===== src/rtl/fifo_burst_pkg.sv =====
// Shared types and defaults for the FIFO burst reader and its skid buffer.
package fifo_burst_pkg;

    typedef enum logic [1:0] {
        StIdle,
        StBurst,
        StDrain
    } burst_state_e;

    localparam int unsigned DefDataWidth = 16;
    localparam int unsigned DefBurstLen  = 4;
    localparam int unsigned DefBcntWidth = 3;
    localparam logic [15:0] DefPadValue  = 16'h0000;

    // True when one more word can be committed to the 2-entry buffer, counting the word
    // still in flight from the FIFO and any word leaving the buffer this cycle.
    function automatic logic has_space(logic [1:0] buf_count, logic inflight, logic pop);
        logic [2:0] occ;
        occ = {1'b0, buf_count} + {2'b00, inflight} - {2'b00, pop};
        return occ < 3'd2;
    endfunction

endpackage


===== src/rtl/fifo_burst_reader_if.sv =====
// Valid/ready stream carrying burst words with an end-of-burst marker.
interface fifo_burst_reader_if #(
    parameter int unsigned DATA_WIDTH = 16
) ();
    logic                  m_valid;
    logic                  m_ready;
    logic [DATA_WIDTH-1:0] m_data;
    logic                  m_last;

    modport master (output m_valid, output m_data, output m_last, input m_ready);
    modport slave  (input m_valid, input m_data, input m_last, output m_ready);
endinterface


===== src/rtl/fifo_skid_buf2.sv =====
// Two-entry {last, data} buffer. Push and pop may coincide, including when full.
module fifo_skid_buf2 #(
    parameter int unsigned DATA_WIDTH = 16
) (
    input  logic                  clk,
    input  logic                  reset_n,
    input  logic                  push,
    input  logic                  push_last,
    input  logic [DATA_WIDTH-1:0] push_data,
    input  logic                  pop,
    output logic [1:0]            count,
    output logic                  head_last,
    output logic [DATA_WIDTH-1:0] head_data
);
    typedef struct packed {
        logic                  last;
        logic [DATA_WIDTH-1:0] data;
    } skid_entry_t;

    skid_entry_t mem_q [2];
    skid_entry_t mem_d [2];
    logic        rd_ptr_q, rd_ptr_d;
    logic [1:0]  count_q, count_d;
    logic        do_pop, push_ok, wr_ptr;

    // Next-state: write slot is head + count (mod 2); a full buffer accepts a push only
    // when the head leaves in the same cycle, in which case the head slot is reused.
    always_comb begin
        mem_d    = mem_q;
        rd_ptr_d = rd_ptr_q;
        do_pop   = pop & (count_q != 2'd0);
        push_ok  = push & ((count_q != 2'd2) | do_pop);
        wr_ptr   = rd_ptr_q ^ count_q[0];
        if (push_ok) begin
            mem_d[wr_ptr] = '{last: push_last, data: push_data};
        end
        if (do_pop) begin
            rd_ptr_d = ~rd_ptr_q;
        end
        count_d = count_q + {1'b0, push_ok} - {1'b0, do_pop};
    end

    // Storage and pointer registers.
    always_ff @(posedge clk) begin
        if (!reset_n) begin
            mem_q    <= '{default: '0};
            rd_ptr_q <= 1'b0;
            count_q  <= 2'd0;
        end else begin
            mem_q    <= mem_d;
            rd_ptr_q <= rd_ptr_d;
            count_q  <= count_d;
        end
    end

    // Head of queue.
    always_comb begin
        count     = count_q;
        head_last = mem_q[rd_ptr_q].last;
        head_data = mem_q[rd_ptr_q].data;
    end

endmodule


===== src/rtl/fifo_burst_reader.sv =====
// Reads words from a FIFO with one-cycle read latency and re-emits them as fixed-length
// bursts on a valid/ready stream, padding short bursts when flush is held.
module fifo_burst_reader
    import fifo_burst_pkg::*;
#(
    parameter int unsigned         DATA_WIDTH = DefDataWidth,
    parameter int unsigned         BURST_LEN  = DefBurstLen,
    parameter int unsigned         BCNT_WIDTH = DefBcntWidth,
    parameter logic [DATA_WIDTH-1:0] PAD_VALUE = DATA_WIDTH'(DefPadValue)
) (
    input  logic                   clk,
    input  logic                   reset_n,
    input  logic                   enable,
    input  logic                   flush,
    input  logic                   fifo_empty,
    input  logic                   fifo_almost_empty,
    input  logic [DATA_WIDTH-1:0]  fifo_data_out,
    output logic                   fifo_read_en,
    fifo_burst_reader_if.master    strm,
    output logic                   busy,
    output logic [15:0]            bursts_done,
    output logic                   rd_err
);
    localparam logic [BCNT_WIDTH-1:0] BurstLen = BCNT_WIDTH'(BURST_LEN);
    localparam logic [BCNT_WIDTH-1:0] LastIdx  = BCNT_WIDTH'(BURST_LEN - 1);

    burst_state_e          state_q, state_d;
    logic [BCNT_WIDTH-1:0] issued_q, issued_d;
    logic [BCNT_WIDTH-1:0] accepted_q, accepted_d;
    logic                  inflight_q, inflight_d;
    logic                  inflight_last_q, inflight_last_d;
    logic [15:0]           bursts_done_q, bursts_done_d;
    logic                  rd_err_q, rd_err_d;

    logic [1:0]            buf_count;
    logic                  head_last;
    logic [DATA_WIDTH-1:0] head_data;
    logic                  pop, can_issue, pad_push, push, push_last;
    logic [DATA_WIDTH-1:0] push_data;

    fifo_skid_buf2 #(
        .DATA_WIDTH (DATA_WIDTH)
    ) u_skid (
        .clk       (clk),
        .reset_n   (reset_n),
        .push      (push),
        .push_last (push_last),
        .push_data (push_data),
        .pop       (pop),
        .count     (buf_count),
        .head_last (head_last),
        .head_data (head_data)
    );

    // Read issue, pad insertion, buffer push selection and FSM next state.
    always_comb begin
        state_d         = state_q;
        issued_d        = issued_q;
        accepted_d      = accepted_q;
        bursts_done_d   = bursts_done_q;
        pop             = strm.m_ready & (buf_count != 2'd0);
        can_issue       = (state_q == StBurst) & (issued_q < BurstLen) &
                          has_space(buf_count, inflight_q, pop);
        fifo_read_en    = can_issue & ~fifo_empty;
        // A pad waits for any outstanding read so words never overtake each other.
        pad_push        = can_issue & fifo_empty & flush & ~inflight_q;
        push            = inflight_q | pad_push;
        push_last       = inflight_q ? inflight_last_q : (issued_q == LastIdx);
        push_data       = inflight_q ? fifo_data_out : PAD_VALUE;
        inflight_d      = fifo_read_en;
        inflight_last_d = fifo_read_en & (issued_q == LastIdx);
        rd_err_d        = rd_err_q | (fifo_read_en & fifo_empty);
        if (pop) begin
            accepted_d = accepted_q + BCNT_WIDTH'(1);
        end

        case (state_q)
            StIdle: begin
                if (enable && !fifo_empty && (!fifo_almost_empty || flush)) begin
                    state_d    = StBurst;
                    issued_d   = '0;
                    accepted_d = '0;
                end
            end
            StBurst: begin
                if (fifo_read_en || pad_push) begin
                    issued_d = issued_q + BCNT_WIDTH'(1);
                    if (issued_q == LastIdx) begin
                        state_d = StDrain;
                    end
                end
            end
            StDrain: begin
                if (pop && head_last) begin
                    state_d       = StIdle;
                    bursts_done_d = bursts_done_q + 16'd1;
                end
            end
            default: state_d = StIdle;
        endcase
    end

    // Control and counter registers.
    always_ff @(posedge clk) begin
        if (!reset_n) begin
            state_q         <= StIdle;
            issued_q        <= '0;
            accepted_q      <= '0;
            inflight_q      <= 1'b0;
            inflight_last_q <= 1'b0;
            bursts_done_q   <= 16'd0;
            rd_err_q        <= 1'b0;
        end else begin
            state_q         <= state_d;
            issued_q        <= issued_d;
            accepted_q      <= accepted_d;
            inflight_q      <= inflight_d;
            inflight_last_q <= inflight_last_d;
            bursts_done_q   <= bursts_done_d;
            rd_err_q        <= rd_err_d;
        end
    end

    // Stream and status outputs; data and last are forced low when nothing is buffered.
    always_comb begin
        strm.m_valid = (buf_count != 2'd0);
        strm.m_data  = strm.m_valid ? head_data : '0;
        strm.m_last  = strm.m_valid & head_last;
        busy         = (state_q != StIdle);
        bursts_done  = bursts_done_q;
        rd_err       = rd_err_q;
    end

endmodule

===== src/flat_wrapper.sv =====
// flat-port wrapper written by rule: the top's interface ports become plain ports
module fifo_burst_reader_flat import fifo_burst_pkg::*;
#(
    parameter int unsigned         DATA_WIDTH = DefDataWidth,
    parameter int unsigned         BURST_LEN  = DefBurstLen,
    parameter int unsigned         BCNT_WIDTH = DefBcntWidth,
    parameter logic [DATA_WIDTH-1:0] PAD_VALUE = DATA_WIDTH'(DefPadValue)
)
  (clk, reset_n, enable, flush, fifo_empty, fifo_almost_empty, fifo_data_out, fifo_read_en, busy, bursts_done, rd_err, strm_m_valid, strm_m_data, strm_m_last, strm_m_ready);
  fifo_burst_reader_if #(.DATA_WIDTH(DATA_WIDTH)) strm_i ();
  input  logic clk;
  input  logic reset_n;
  input  logic enable;
  input  logic flush;
  input  logic fifo_empty;
  input  logic fifo_almost_empty;
  input  logic [DATA_WIDTH-1:0] fifo_data_out;
  output logic fifo_read_en;
  output logic busy;
  output logic [15:0] bursts_done;
  output logic rd_err;
  output wire logic [$bits(strm_i.m_valid)-1:0] strm_m_valid;
  output wire logic [$bits(strm_i.m_data)-1:0] strm_m_data;
  output wire logic [$bits(strm_i.m_last)-1:0] strm_m_last;
  input wire logic [$bits(strm_i.m_ready)-1:0] strm_m_ready;
  assign strm_m_valid = strm_i.m_valid;
  assign strm_m_data = strm_i.m_data;
  assign strm_m_last = strm_i.m_last;
  assign strm_i.m_ready = strm_m_ready;
  fifo_burst_reader #(.DATA_WIDTH(DATA_WIDTH), .BURST_LEN(BURST_LEN), .BCNT_WIDTH(BCNT_WIDTH), .PAD_VALUE(PAD_VALUE)) u_core (.clk(clk), .reset_n(reset_n), .enable(enable), .flush(flush), .fifo_empty(fifo_empty), .fifo_almost_empty(fifo_almost_empty), .fifo_data_out(fifo_data_out), .fifo_read_en(fifo_read_en), .strm(strm_i), .busy(busy), .bursts_done(bursts_done), .rd_err(rd_err));
endmodule

===== config.mk =====
export PLATFORM = sky130hd
export DESIGN_NAME = fifo_burst_reader_flat
export DESIGN_NICKNAME = d
export VERILOG_FILES = /design/src/rtl/fifo_burst_pkg.sv /design/src/rtl/fifo_burst_reader_if.sv /design/src/rtl/fifo_skid_buf2.sv /design/src/rtl/fifo_burst_reader.sv /design/src/flat_wrapper.sv
export SDC_FILE = /design/constraint.sdc
export NUM_CORES = 1
export LEC_CHECK = 0
export CAP_MARGIN = 15
export CORE_MARGIN = 1.5
export CORE_UTILIZATION = 51
export CTS_CLUSTER_SIZE = 10
export DETAILED_ROUTE_END_ITERATION = 8
export GPL_TIMING_DRIVEN = 0
export PLACE_DENSITY = 0.8
export SYNTH_ARGS = -nofsm -noshare
export SYNTH_HDL_FRONTEND = slang
export SYNTH_SLANG_ARGS = --single-unit
export TNS_END_PERCENT = 30

===== constraint.sdc =====
create_clock -name clk -period 4.35 [get_ports clk]
set_clock_uncertainty 0.05 [all_clocks]
set_input_delay 0.87 -clock clk [delete_from_list [all_inputs] [get_ports clk]]
set_output_delay 0.87 -clock clk [all_outputs]
set_load 0.05 [all_outputs]

# Word level (Yosys, flattened, before mapping)
# Cells that the tools add are included.
# word_totals
ff_bits	61
in_bits	23
output_inout_bits	37
word_cells	84
# op_classes
addsub	6
n_lt_le_gt_ge	5
eq_ne	8
muxes	17
bitwise	21
reduce_logical	15
# op_table
cell	count
$mux W17	4
$bwmux W34	1
$mux W16	2
$demux W17 S1	1
$add A16 B1 Y16 const B	1
$and A1 B1 Y1	12
$mux W2	4
$mux W3	2
$ne A2 B2 Y1 const B	3
$pmux W2 S3	1
$pmux W3 S2	1
$reduce_bool A2 Y1	3
$ge A2 B2 Y1 const B	2
$logic_and A1 B1 Y1	4
$ne A2 B1 Y1 const B	2
$not A1 Y2	2
$reduce_and A4 Y1	1
$add A2 B1 Y3	1
$add A3 B1 Y3 const B	1
$eq A3 B2 Y1 const B	1
$lt A3 B2 Y1 const B	1
$lt A3 B3 Y1 const B	1
$not A1 Y1	3
$or A1 B1 Y1	3
13 further kinds	15

# Depth between registers and ports, before layout
# Gate-level depths: netlist (run 1).
# logic_depth
word_depth	12
ltp_mapped	14
ltp_nobuf	14

# Hierarchy
# A second synthesis (run 1) with hierarchy kept.
# unflattened
hier_cells	496
area_unflattened_um2	3980.1
# by_module_without_submodules
mod	instances	cells_per_inst	area_per_inst_um2	seq_area_each_um2
fifo_skid_buf2	1	316	2536.2	740.7
fifo_burst_reader	1	180	1443.9	480.5

# Worst setup path after synthesis (run 1)
# No wires, ideal clock.
# synth_timing
path_type	in2out
from	input strm_m_ready
to	output fifo_read_en
arrival_ns	3.772
required_ns	3.430
setup_slack_ns	-0.342
cell_stages	7
n_path_buf	0
cell_sequence	o21ai_1 -> inv_1 -> ha_1 -> nand2b_1 -> fa_1 -> nand2b_1 -> nor4_1
# synth_between
elab_chain_cells	5
# synth_lines
element	line	text
from (decl)	flat_wrapper.sv:25	input wire logic [$bits(strm_i.m_ready)-1:0] strm_m_ready;
$and A1 B1 Y1	fifo_burst_reader.sv:61	pop = strm.m_ready & (buf_count != 2'd0);
$sub A3 B1 Y3	fifo_burst_pkg.sv:19	occ = {1'b0, buf_count} + {2'b00, inflight} - {2'b00, pop};
$lt A3 B2 Y1	fifo_burst_pkg.sv:20	return occ < 3'd2;
$and A1 B1 Y1	fifo_burst_reader.sv:62	can_issue = (state_q == StBurst) & (issued_q < BurstLen) &
$and A1 B1 Y1	fifo_burst_reader.sv:64	fifo_read_en = can_issue & ~fifo_empty;
to (decl)	flat_wrapper.sv:18	output logic fifo_read_en;
# Every way passes these cells.

# Worst setup path in the final report (run 1)
# Ends and elaborated chain as after synthesis.

==> flow_metrics.env, run 1 <==
export IMPL_slew_headroom_pct=42.0
export IMPL_fin_setup_tns_ns=0
export IMPL_cts_tree="done"
export IMPL_hold_class="flip-flop to flip-flop"
export IMPL_cts_buffers=9
export IMPL_slowest_delay_ns=0.52
export IMPL_yosys_warnings=0
export IMPL_vias=2536
export IMPL_worstPathRequired_ns=3.43
export IMPL_p_total_mw=1.24
export IMPL_grt_util_met1_pct=27.1
export IMPL_wl_um=6530
export IMPL_cts_path_max_buffers=2
export IMPL_hpwlAfterDp_um=4560
export IMPL_dieArea_um2=6110
export IMPL_grt_remaining_overflow=0
export IMPL_cp_start_kind="primary input"
export IMPL_synth_area_um2=2880
export IMPL_antenna_found_initial=0
export IMPL_hold_viol_final=0
export IMPL_htreeDepth=3
export IMPL_placed_area_um2=3570
export IMPL_port_buffers=59
export IMPL_slew_violations=0
export IMPL_drtIter0Drc=89
export IMPL_globalplace_congestion=0.857
export IMPL_critPathBufInv=3
export IMPL_synth_largest_area_cell="dfxtp_1"
export IMPL_maxCapViolations=0
export IMPL_fin_crit_ns=4.26
export IMPL_crit_path_end_kind="output port"
export IMPL_fin_hold_ws_ns=0.411
export IMPL_drc=0
export IMPL_syn_avg_cell_area_um2=8.84
export IMPL_leakage_nw=1.48
export IMPL_power_density_nw_per_um2=331
export IMPL_crit_path_cell_trace="clkdlybuf4s50_1, o21ai_2, inv_1, ha_1, nand2b_1, fa_1, nand2b_1, nor4_4, buf_4"
export IMPL_viasPerCell=5.36
export IMPL_clk_insertion_delay_late_ns=0.33
export IMPL_grt_busiest_layer="met2"
export IMPL_drt_first_pass_iters=4
export IMPL_grt_max_degree=11
export IMPL_fmax_mhz=235
export IMPL_outcome="complete, no violations"
export IMPL_path_clk_slew_ns=0.06
export IMPL_syn_nets=356
export IMPL_stdcell_area_um2=3740
export IMPL_post_route_period_util_pct=98.0
export IMPL_cts_sinks=61
export IMPL_ant_nets=0
export IMPL_die_w_um=78.2
export IMPL_regToRegSetupSlack_ns=0.75
export IMPL_pin_count=60
export IMPL_ys_ff_latch=61
export IMPL_start_util_pct=52.6
export IMPL_synthArstFlopShare_pct=0
export IMPL_fin_nets=427
export IMPL_synth_edf_count=0
export IMPL_synth_top_area_share_pct=42.4
export IMPL_grtUsageMet2_pct=37.5
export IMPL_fp_dieH_um=78.2
export IMPL_synth_cells=326
export IMPL_postCtsResizedCells=9
export IMPL_ys_flop_type="dfxtp_1"
export IMPL_antennaDiodeCount=0
export IMPL_cts_root_buffer="clkbuf_8"
export IMPL_ys_types=35
export IMPL_core_um2=5470
export IMPL_worstMarginPinSlew_ns=0.848
export IMPL_vdd_ir_drop_max_v=0.000197
export IMPL_slowest_stage="fa_1"
export IMPL_synth_common_cells="61 x dfxtp_1, 52 x mux2i_1, 43 x nand2_1"
export IMPL_fp_row_count=27
export IMPL_crit_arrival_ns=3.34
export IMPL_cpMostUsedCell="nand2b_1"
export IMPL_grt_setup_unrepaired="no"
export IMPL_grt_use_total_pct=22.4
export IMPL_wl_per_cell_um=13.8
export IMPL_areaGrowthSynthToFinish_pct=29.8
export IMPL_path_class="primary input to output port"
export IMPL_use_met3_pct=3.95
export IMPL_grt_pass1_wl_um=10900
export IMPL_crit_fanout=6
export IMPL_final_layout_size_suffix_gt1_share_pct=5.74
export IMPL_synth_area_leaders="dfxtp_1 42%, mux2i_1 18%, nand2_1 5.6%, nand3_1 4.2%, nor2_1 3.5%"
export IMPL_post_cts_buffers=0
export IMPL_ctsHoldBuffers=0
export IMPL_setup_violations_final=0
export IMPL_cpLargestDelayFamily="buffers and inverters"
export IMPL_grt_pass1_vias=2414
export IMPL_yosysMostFrequentCell="dfxtp_1"
export IMPL_seq_area_frac_synth_pct=42.4
-- cells in the final DEF (no fill, tap or decap), types with 2 or more instances in the layout --
cell	instances
mux2i_1	52
clkinv_2	2
or4_1	5
inv_1	11
dfxtp_1	61
and3_1	3
nor2_1	27
and2_1	3
clkbuf_1	15
nand4_1	3
o31ai_1	4
a2111oi_0	2
buf_2	6
clkbuf_8	10
o21ai_0	9
a21oi_1	17
nand3_1	24
xor2_1	3
nand2b_1	8
clkdlybuf4s50_1	58
ha_1	6
nand2_1	43
xnor2_1	5
or3_1	8
-- path summary, 6_finish.rpt --
kind	startpoint	end	cells past startpoint
setup reg to reg	u_core.inflight_q	u_core.u_skid.count[1]	14
hold / removal	u_core.u_skid.mem_q[5]	u_core.u_skid.mem_q[5]	2
setup / recovery	strm_m_ready	fifo_read_en	9
hold reg to reg	u_core.u_skid.mem_q[5]	u_core.u_skid.mem_q[5]	2
-- worst register-to-register path, delay by kind of cell (launching register included) --
| family | cells | cell delay, ns |
|---|---|---|
| and+or+nand+nor | 4 | 0.47 |
| DFF | 1 | 0.33 |
| buffers and inverters | 3 | 0.63 |
| xor gates and xnor gates | 2 | 0.31 |
| adders and majority gates | 4 | 1.27 |
| AOI/OAI and AO/OA | 1 | 0.43 |
-- cell families after synthesis --
kind of cell	count (synthesis)	share of synthesized area [%]
compound gates	36	7.25
xor+xnor	8	2.43
fa+ha+maj	7	3.30
buf+inv	30	4.43
flops	61	42.4
mux	53	18.5
simple gates	131	21.7
-- layer usage --
layer	vias up	wire length [um]
met5	-	0
met4	0	107
met3	12	241
met2	60	3230
met1	1185	2960
li1	1279	-
-- flip-flops by register name, summed over array words and instances (netlist names), 2 cells and up --
signal / flops
u_core.state_q: 2
u_core.u_skid.mem_q: 34
u_core.issued_q: 3
u_core.bursts_done: 16
u_core.u_skid.count: 2
-- cell type report --
class / count / area, um^2
plain buffers: 19 / 86.3
clock buffers: 13 / 149
clock inverters: 2 / 10.0
fillers: 456 / 1730
inverters: 11 / 41.3
multi-input cells: 235 / 1550
flip-flops and latches: 61 / 1220
well taps: 72 / 90.1
repair buffers: 60 / 592
-- power by group --
part,total (mW),switching [mW],internal [mW]
Combinational,0.235,0.145,0.0898
Clock,0.423,0.205,0.218
Sequential,0.579,0.0115,0.568
Total,1.24,0.362,0.876
-- metrics by stage --
step | instances | worst slack (ns) | util [%]
2_1_floorplan | 326 | 0.262 | -
3_3_place_gp | 457 | -0.639 | 65.2
3_5_place_dp | 457 | -0.637 | 65.2
4_1_cts | 472 | 0.121 | 68.3
5_1_grt | 473 | 0.0135 | 68.3
6_report | 473 | 0.0872 | 68.3
Power figures use the tool's default switching activity.
==> run 2: changes to the inputs <==
- CORE_MARGIN: 1.5 -> 2
- PLACE_DENSITY: 0.8 -> not set
- PLACE_DENSITY_LB_ADDON: not set -> 0.05
==> run 2 against run 1 <==
Critical path depth is the same; sequential power is essentially flat; setup slack gained 0.11 ns; wire length shrank 0.93%; clock-buffer cell count shrank 1; largest cell class unchanged.
==> flow_metrics.env, run 2 (synthesis gave the netlist of run 1 again) <==
export IMPL_min_to="u_core.u_skid.mem_q[15]"
export IMPL_start_util_pct=52.6
export IMPL_grt_remaining_overflow=0
export IMPL_hold_class="flip-flop to flip-flop"
export IMPL_grt_max_degree=11
export IMPL_crit_path_cell_trace="clkdlybuf4s50_1, o21ai_2, inv_1, ha_1, nand2b_1, fa_1, nand2b_1, nor4_4, buf_4"
export IMPL_slowest_delay_ns=0.50
export IMPL_hp_start="u_core.u_skid.mem_q[15]"
export IMPL_min_path_cells=2
export IMPL_vias=2520
export IMPL_largest_register_ffs=34
export IMPL_slew_violations=0
export IMPL_regMostFlops="u_core.u_skid.mem_q"
export IMPL_setup_violations_final=0
export IMPL_clk_insertion_delay_late_ns=0.34
export IMPL_fp_row_count=27
export IMPL_core_um2=5470
export IMPL_cp_start_kind="primary input"
export IMPL_fin_hold_ws_ns=0.410
export IMPL_worstPathRequired_ns=3.43
export IMPL_path_class="primary input to output port"
export IMPL_cpMostUsedCell="nand2b_1"
export IMPL_power_density_nw_per_um2=335
export IMPL_antenna_found_initial=0
export IMPL_fmax_mhz=241
export IMPL_grt_setup_unrepaired="no"
export IMPL_port_buffers=59
export IMPL_ant_nets=0
export IMPL_fin_ws_ns=0.198
export IMPL_hpwlAfterDp_um=4680
export IMPL_p_total_mw=1.26
export IMPL_finish_utilization_pct=68.6
export IMPL_r2r_start="u_core.inflight_q"
export IMPL_grt_use_total_pct=21.8
export IMPL_rr_worst_depth=14
export IMPL_crit_arrival_ns=3.23
export IMPL_antennaDiodeCount=0
export IMPL_drc=0
export IMPL_fin_nets=426
export IMPL_die_w_um=79.2
export IMPL_grt_pass1_vias=2386
export IMPL_drt_first_pass_iters=4
export IMPL_wl_per_cell_um=13.7
export IMPL_regToRegSetupSlack_ns=0.85
export IMPL_cts_sinks=61
export IMPL_final_layout_size_suffix_gt1_share_pct=6.48
export IMPL_cts_path_max_buffers=2
export IMPL_mostFrequentLayoutCells="61 x dfxtp_1, 58 x clkdlybuf4s50_1, 52 x mux2i_1"
export IMPL_crit_fanout=6
export IMPL_wl_um=6470
export IMPL_dieArea_um2=6260
export IMPL_pin_count=60
export IMPL_cts_buffers=9
export IMPL_globalplace_congestion=0.768
export IMPL_fin_setup_tns_ns=0
export IMPL_timing_rr_end="u_core.u_skid.count[1]"
export IMPL_drtIter0Drc=73
export IMPL_vdd_ir_drop_max_v=0.000241
export IMPL_leakage_nw=1.49
export IMPL_path_clk_slew_ns=0.07
export IMPL_hold_viol_final=0
export IMPL_fp_dieH_um=79.2
export IMPL_outcome="complete, no violations"
export IMPL_worstMarginPinSlew_ns=1.08
export IMPL_ctsHoldBuffers=0
export IMPL_cts_root_buffer="clkbuf_8"
export IMPL_slew_headroom_pct=26.1
export IMPL_layout_cells_most_common="dfxtp_1"
export IMPL_viasPerCell=5.33
export IMPL_htreeDepth=3
export IMPL_fin_crit_ns=4.15
export IMPL_grt_pass1_wl_um=10700
export IMPL_crit_path_end_kind="output port"
export IMPL_cts_tree="done"
export IMPL_maxCapViolations=0
export IMPL_areaGrowthSynthToFinish_pct=30.4
export IMPL_dpl_worst_slack_ns=-0.618
export IMPL_post_route_period_util_pct=95.5
export IMPL_slowest_stage="fa_1"
==> run 2: changes by cell type in the layout (fill, tap and decap cells not counted) <==
cell and delta:
clkinvlp_4 +1, clkbuf_1 -3, clkinv_2 +1, clkbuf_8 +1
==> run 2: worst max path at each step <==
| stage | depth (start not counted) | slack, ns | to | startpoint |
|---|---|---|---|---|
| final | 9 | 0.20 | fifo_read_en | strm_m_ready |
| after detailed placement | 9 | -0.62 | fifo_read_en | strm_m_ready |
| after CTS | 9 | 0.05 | fifo_read_en | strm_m_ready |
| after global routing | 9 | 0.02 | fifo_read_en | strm_m_ready |
| after global placement | 9 | -0.60 | fifo_read_en | strm_m_ready |
| after floorplan | 7 | 0.26 | fifo_read_en | strm_m_ready |
==> run 2: routing by layer <==
layer  GRT usage [%]  part of all wire (%)  up-vias
met1            26.7                    46     1175
met3            4.32                   4.7        9
li1                -                     -     1276
met2            37.3                    48       60
met5               0                     0        -
met4            9.14                   1.5        0
==> run 2: power breakdown <==
part           total, mW  internal (mW)  leakage (nW)  switching [mW]
Clock              0.452          0.235        0.0921           0.217
Sequential         0.579          0.568         0.492          0.0111
Combinational      0.228         0.0882         0.903           0.140
==> run 2: timing repair <==
item	CTS	global route
endpoints found under the hold margin	0	0
gates resized for setup	8	1
setup endpoints to repair	1	1
setup buffers	0	0
==> run 2: cell type report <==
cell class / count / area (um^2)
well taps: 72 / 90.1
plain buffers: 19 / 86.3
clock inverters: 4 / 22.5
repair buffers: 59 / 588
clock buffers: 12 / 155
flip-flops and latches: 61 / 1220
multi-input cells: 235 / 1550
inverters: 11 / 41.3
fillers: 468 / 1720
==> run 2: stage by stage <==
step | instances | instance area, um^2
after floorplan | 326 | 2890
after global placement | 457 | 3570
after detailed placement | 457 | 3570
after CTS | 473 | 3750
after global routing | 473 | 3750
final | 473 | 3750
==> run 2: worst max-delay path: cells and delay by family <==
kind,cells,cell delay (ns)
adders and majority gates,2,0.79
AOI/OAI and AO/OA,1,0.13
and+or+nand+nor,3,0.60
buffers and inverters,3,0.83
==> run 3: changes to the inputs <==
- ABC_AREA: not set -> 1
- CORE_UTILIZATION: 51 -> 52
==> run 3 against run 2 <==
Wire length rose by 18%; sequential power is 7.4% higher; area after synthesis is 6.0% higher; power rose by 45%; critical path depth grew 2; fmax is 1.5% lower; clock power up 27%; non-clock buffer count unchanged; critical path type unchanged; critical endpoint unchanged; highest routed layer unchanged.
==> flow_metrics.env, run 3 <==
export IMPL_cp_start_kind="primary input"
export IMPL_path_clk_slew_ns=0.07
export IMPL_fin_crit_ns=4.22
export IMPL_vias=2944
export IMPL_synth_cells=424
export IMPL_synthArstFlopShare_pct=0
export IMPL_ys_flop_type="dfxtp_1"
export IMPL_areaGrowthSynthToFinish_pct=29.4
export IMPL_synth_area_um2=3050
export IMPL_fp_row_count=27
export IMPL_synth_largest_area_cell="dfxtp_1"
export IMPL_setup_violations_final=0
export IMPL_yosysMostFrequentCell="nand2_1"
export IMPL_maxCapViolations=0
export IMPL_yosys_warnings=0
export IMPL_start_util_pct=54.8
export IMPL_crit_fanout=6
export IMPL_regMostFlops="u_core.u_skid.mem_q"
export IMPL_htreeDepth=3
export IMPL_cts_root_buffer="clkbuf_8"
export IMPL_fin_nets=523
export IMPL_worstPathRequired_ns=3.43
export IMPL_slew_headroom_pct=62.0
export IMPL_fmax_mhz=237
export IMPL_fin_setup_tns_ns=0
export IMPL_drtIter0Drc=235
export IMPL_p_total_mw=1.83
export IMPL_port_buffers=58
export IMPL_stdcell_area_um2=3950
export IMPL_seq_area_frac_synth_pct=40.0
export IMPL_antenna_found_initial=0
export IMPL_power_density_nw_per_um2=463
export IMPL_vdd_ir_drop_max_v=0.000363
export IMPL_cts_path_max_buffers=2
export IMPL_cts_tree="done"
export IMPL_fp_dieH_um=80.6
export IMPL_antennaDiodeCount=0
export IMPL_hold_viol_final=0
export IMPL_die_w_um=80.6
export IMPL_core_um2=5570
export IMPL_grt_remaining_overflow=0
export IMPL_pin_count=60
export IMPL_viasPerCell=5.16
export IMPL_post_cts_buffers=0
export IMPL_grt_use_total_pct=25.3
export IMPL_syn_nets=454
export IMPL_synth_top_area_share_pct=40.0
export IMPL_clk_insertion_delay_late_ns=0.34
export IMPL_syn_avg_cell_area_um2=7.20
export IMPL_final_layout_size_suffix_gt1_share_pct=10.0
export IMPL_synth_edf_count=0
export IMPL_cts_buffers=9
export IMPL_wl_um=7600
export IMPL_layout_cells_most_common="nand2_1"
export IMPL_cts_sinks=61
export IMPL_worstMarginPinSlew_ns=0.570
export IMPL_hpwlAfterDp_um=5060
export IMPL_largest_register_ffs=34
export IMPL_drt_first_pass_iters=4
export IMPL_grt_max_degree=11
export IMPL_leakage_nw=1.64
export IMPL_synth_area_leaders="dfxtp_1 40%, nand2_1 11%, a21oi_1 10%, inv_1 7.6%, o21ai_0 5.2%"
export IMPL_wl_per_cell_um=13.3
export IMPL_placed_area_um2=3720
export IMPL_grt_setup_unrepaired="no"
export IMPL_grt_pass1_vias=2771
export IMPL_hold_class="flip-flop to flip-flop"
export IMPL_outcome="complete, no violations"
export IMPL_grt_pass1_wl_um=12600
export IMPL_globalplace_congestion=0.867
export IMPL_dpl_worst_slack_ns=-0.541
export IMPL_path_class="primary input to output port"
export IMPL_post_route_period_util_pct=96.9
export IMPL_ant_nets=0
export IMPL_crit_path_end_kind="output port"
export IMPL_ctsHoldBuffers=0
export IMPL_slew_violations=0
export IMPL_dieArea_um2=6500
export IMPL_ys_ff_latch=61
export IMPL_fin_ws_ns=0.133
export IMPL_synth_common_cells="86 x nand2_1, 64 x a21oi_1, 62 x inv_1"
export IMPL_ys_types=38
export IMPL_drc=0
export IMPL_crit_arrival_ns=3.30
export IMPL_mostFrequentLayoutCells="86 x nand2_1, 64 x a21oi_1, 62 x inv_1"
-- run 3: cell count changes in the layout (fill, tap and decap cells not counted), sizes merged, moves of 3 or more --
cell    previous run  this run
and2               3         0
inv               11        65
nor2              27        34
and3               3         0
o31ai              4         0
xnor2              5         1
nand2b             8         0
mux2i             52         0
nand2             43        89
or3                8         0
a21oi             17        64
nor3               1         9
or4                5         0
o21ai             10        35
-- run 3: final cells by class --
| class | instances | area (um^2) |
|---|---|---|
| Timing Repair Buffer | 58 | 578 |
| Multi-Input combinational cell | 278 | 1460 |
| Clock buffer | 12 | 155 |
| Sequential cell | 61 | 1220 |
| Fill cell | 491 | 1620 |
| Tap cell | 72 | 90.1 |
| Clock inverter | 4 | 70.1 |
| Inverter | 65 | 249 |
| Buffer | 20 | 128 |
-- run 3: logic make-up (layout without fill, tap and decap cells) --
group	after synthesis	count (layout)	share of synthesized area, %
AND/OR/NAND/NOR	164	164	25.9
AO/OA/AOI/OAI	104	104	17.5
buffers and inverters	85	159	12.3
flip-flops	61	61	40.0
adder cells (fa/ha/maj)	7	7	3.11
XOR/XNOR	3	3	1.11
-- run 3: routing by layer --
layer	track usage [%]	wire length [um]	vias to the layer above
met4	10.8	157	0
met5	0	0	-
met3	5.06	438	16
met1	31.8	3470	1338
met2	41.9	3540	90
li1	-	-	1500
-- run 3: final timing paths --
path	start	end	slack, ns	depth (start not counted)
max reg2reg	u_core.u_skid.count[1]	u_core.u_skid.count[1]	1.04	16
min	u_core.rd_err	u_core.rd_err	0.38	2
max	strm_m_ready	fifo_read_en	0.13	11
min reg2reg	u_core.rd_err	u_core.rd_err	0.38	2
-- run 3: timing repair --
action,in CTS,in global routing
endpoints found under the setup margin,1,1
gates resized for setup,6,1
pin swaps,0,0
-- run 3: metrics by stage --
stage / util (%) / hold WS, ns / cells
2_1_floorplan: - / 0.380 / 424
3_3_place_gp: 66.8 / 0.364 / 554
3_5_place_dp: 66.8 / 0.369 / 554
4_1_cts: 70.8 / 0.378 / 570
5_1_grt: 70.9 / 0.390 / 570
6_report: 70.9 / 0.377 / 570
-- run 3: where the power goes --
group	total (mW)	switching (mW)	internal, mW
Combinational	0.635	0.429	0.206
Clock	0.572	0.219	0.352
Sequential	0.622	0.0249	0.597
-- run 3: critical path, cell delays in order --
cell and delay, ns:
clkdlybuf4s50_1 0.45, inv_1 0.07, nor2_4 0.20, ha_1 0.26, or2_2 0.31, fa_1 0.52, nand2_1 0.08, nor2_4 0.13
nand3_2 0.13, inv_1 0.08, buf_4 0.19
==> patch, RTL diff (config.mk and constraints of run 1) <==
`DefBcntWidth`: 3 -> 6.
--- a/src/rtl/fifo_burst_pkg.sv
+++ b/src/rtl/fifo_burst_pkg.sv
@@ -9,7 +9,7 @@
 
     localparam int unsigned DefDataWidth = 16;
     localparam int unsigned DefBurstLen  = 4;
-    localparam int unsigned DefBcntWidth = 3;
+    localparam int unsigned DefBcntWidth = 6;
     localparam logic [15:0] DefPadValue  = 16'h0000;
 
     // True when one more word can be committed to the 2-entry buffer, counting the word
Formal check against the unedited RTL: same outputs for any inputs over 10 cycles, from zero or initial values and one cycle with reset_n low; that may be too few to reach the edited logic, so the function may still have changed.
==> patch against run 1 <==
Area after synthesis increased by 14%. Critical endpoint unchanged. Final area increased by 12%. Count of clock-buffer cells in the layout increased by 1. Wire length increased by 39%. Worst setup slack improved by 340 ps. Register-to-register slack got worse by 60 ps. Global-route usage increased by 4.1 points. Sequential cell count increased by 3.
Power is not compared: it rests on default switching activity, and its combinational part moved more than twofold at a synthesized area within 25%.
==> patch: results (changes against run 1) <==
metric	value	unit	change
initial antenna violation count	0		unchanged
total track usage	26.5	%	+4.1 points
1st-iter DRT viols	346		+290%
GR Util met1	34.5	%	+7.4 points
Worst-Skew Late Latency	340	ps	
1st-pass router iterations	5		+1
Worst-path clk slew	70	ps	
vias in the first global route	3190		+32%
fraction of layout cells with a size suffix above 1	6.07	%	+0.33 points
# fillers	522		+14%
met2 global-route usage	44.1	%	+6.6 points
slew of the pin with the lowest slew margin	997	ps	+149 ps
leak pwr	1.30	nW	
clock root buffer	clkbuf_8		
met3 Use GR	3.78	%	-0.18 points
vias post-DR	3385		+33%
post-synthesis sequential area ratio	39.1	%	-3.3 points
post-DP HPWL	6150	µm	+35%
Most flops, register	u_core.u_skid.mem_q		
Syn Nets	431		+21%
max reg flops	34		unchanged
synth cell count leaders	dfxtp_1, nand2_1, nand3_1		
outcome	finished clean		
final WL	9100	µm	+39%
global-route wire length before repair	15000	µm	+38%
Area contributors post-synth	dfxtp_1, o211ai_1, a31oi_1		
Routability Congestion	0.838		-2.3%
crit path DAT	3010	ps	-330 ps
diode count	0		unchanged
Yosys warning count	0		unchanged
worst-path maximum fanout	7		+1
final layout net count	501		+17%
Post-DP Area	0.00397	mm²	+11%
H-tree depth	3		unchanged
Yosys cell types	49		+40%
Syn Inst Count	403		+24%
worst vdd ir	0.467	mV	
[patch: cells by family (layout without fill, tap and decap cells)]
kind of cell / count (synthesis) / in the layout / share of synthesized area, %
and+or+nand+nor: 148 / 148 / 22.0
AOI/OAI and AO/OA: 112 / 112 / 22.8
DFF: 64 / 64 / 39.1
buffers and inverters: 47 / 122 / 5.84
muxes: 20 / 20 / 6.22
xor gates and xnor gates: 7 / 7 / 1.87
adders and majority gates: 5 / 5 / 2.14
[patch: through the flow]
step / utilization [%] / std cells / hold WS (ps) / worst slack, ps
2_1_floorplan: - / 403 / 379 / 624
3_3_place_gp: 63.2 / 539 / 393 / -454
3_5_place_dp: 63.2 / 539 / 398 / -534
4_1_cts: 66.5 / 555 / 409 / 32.8
5_1_grt: 66.8 / 555 / 436 / 316
6_report: 66.8 / 555 / 406 / 424
[patch: final cells by class]
class	count	share of cell area [%]
Clock inverter	2	0.896
Buffer	33	3.34
Inverter	14	1.25
Clock buffer	14	3.88
Timing Repair Buffer	59	14.1
Sequential cell	64	30.6
Multi-Input combinational cell	292	43.7
Tap cell	77	2.30
[patch: where the power goes]
| group | switching [mW] | total, mW | internal, mW | leakage (nW) |
|---|---|---|---|---|
| sequential | 0.0283 | 0.656 | 0.628 | 0.516 |
| combinational | 0.511 | 0.719 | 0.208 | 0.689 |
| clock | 0.238 | 0.535 | 0.297 | 0.0969 |
[patch: final timing paths]
kind	start	cells past startpoint	slack, ps	to
worst min-delay path	u_core.issued_q[2]	2	410	u_core.issued_q[2]
worst min register to register	u_core.issued_q[2]	2	410	u_core.issued_q[2]
worst max register to register	u_core.u_skid.count[1]	15	690	u_core.u_skid.count[1]
worst max-delay path	strm_m_ready	9	420	fifo_read_en
[patch: routing by layer]
layer / routed length, µm / share of wire, % / vias to the layer above
met5: 0 / 0 / -
met4: 158 / 1.7 / 0
met3: 564 / 6.2 / 16
met2: 4360 / 48 / 135
met1: 4010 / 44 / 1596
li1: - / - / 1638
[patch: repair_timing]
action / CTS / global route
pin swaps: 0 / 0
resized for setup: 7 / 4
endpoints found under the hold margin: 0 / 0
setup endpoints to repair: 2 / 2
[patch: critical path, stage by stage]
cell	delay, ps
dlymetal6s2s_1	200
o21ai_4	140
inv_1	120
ha_1	300
nand2b_1	150
fa_1	480
and3b_1	230
and4_1	260
clkbuf_4	250
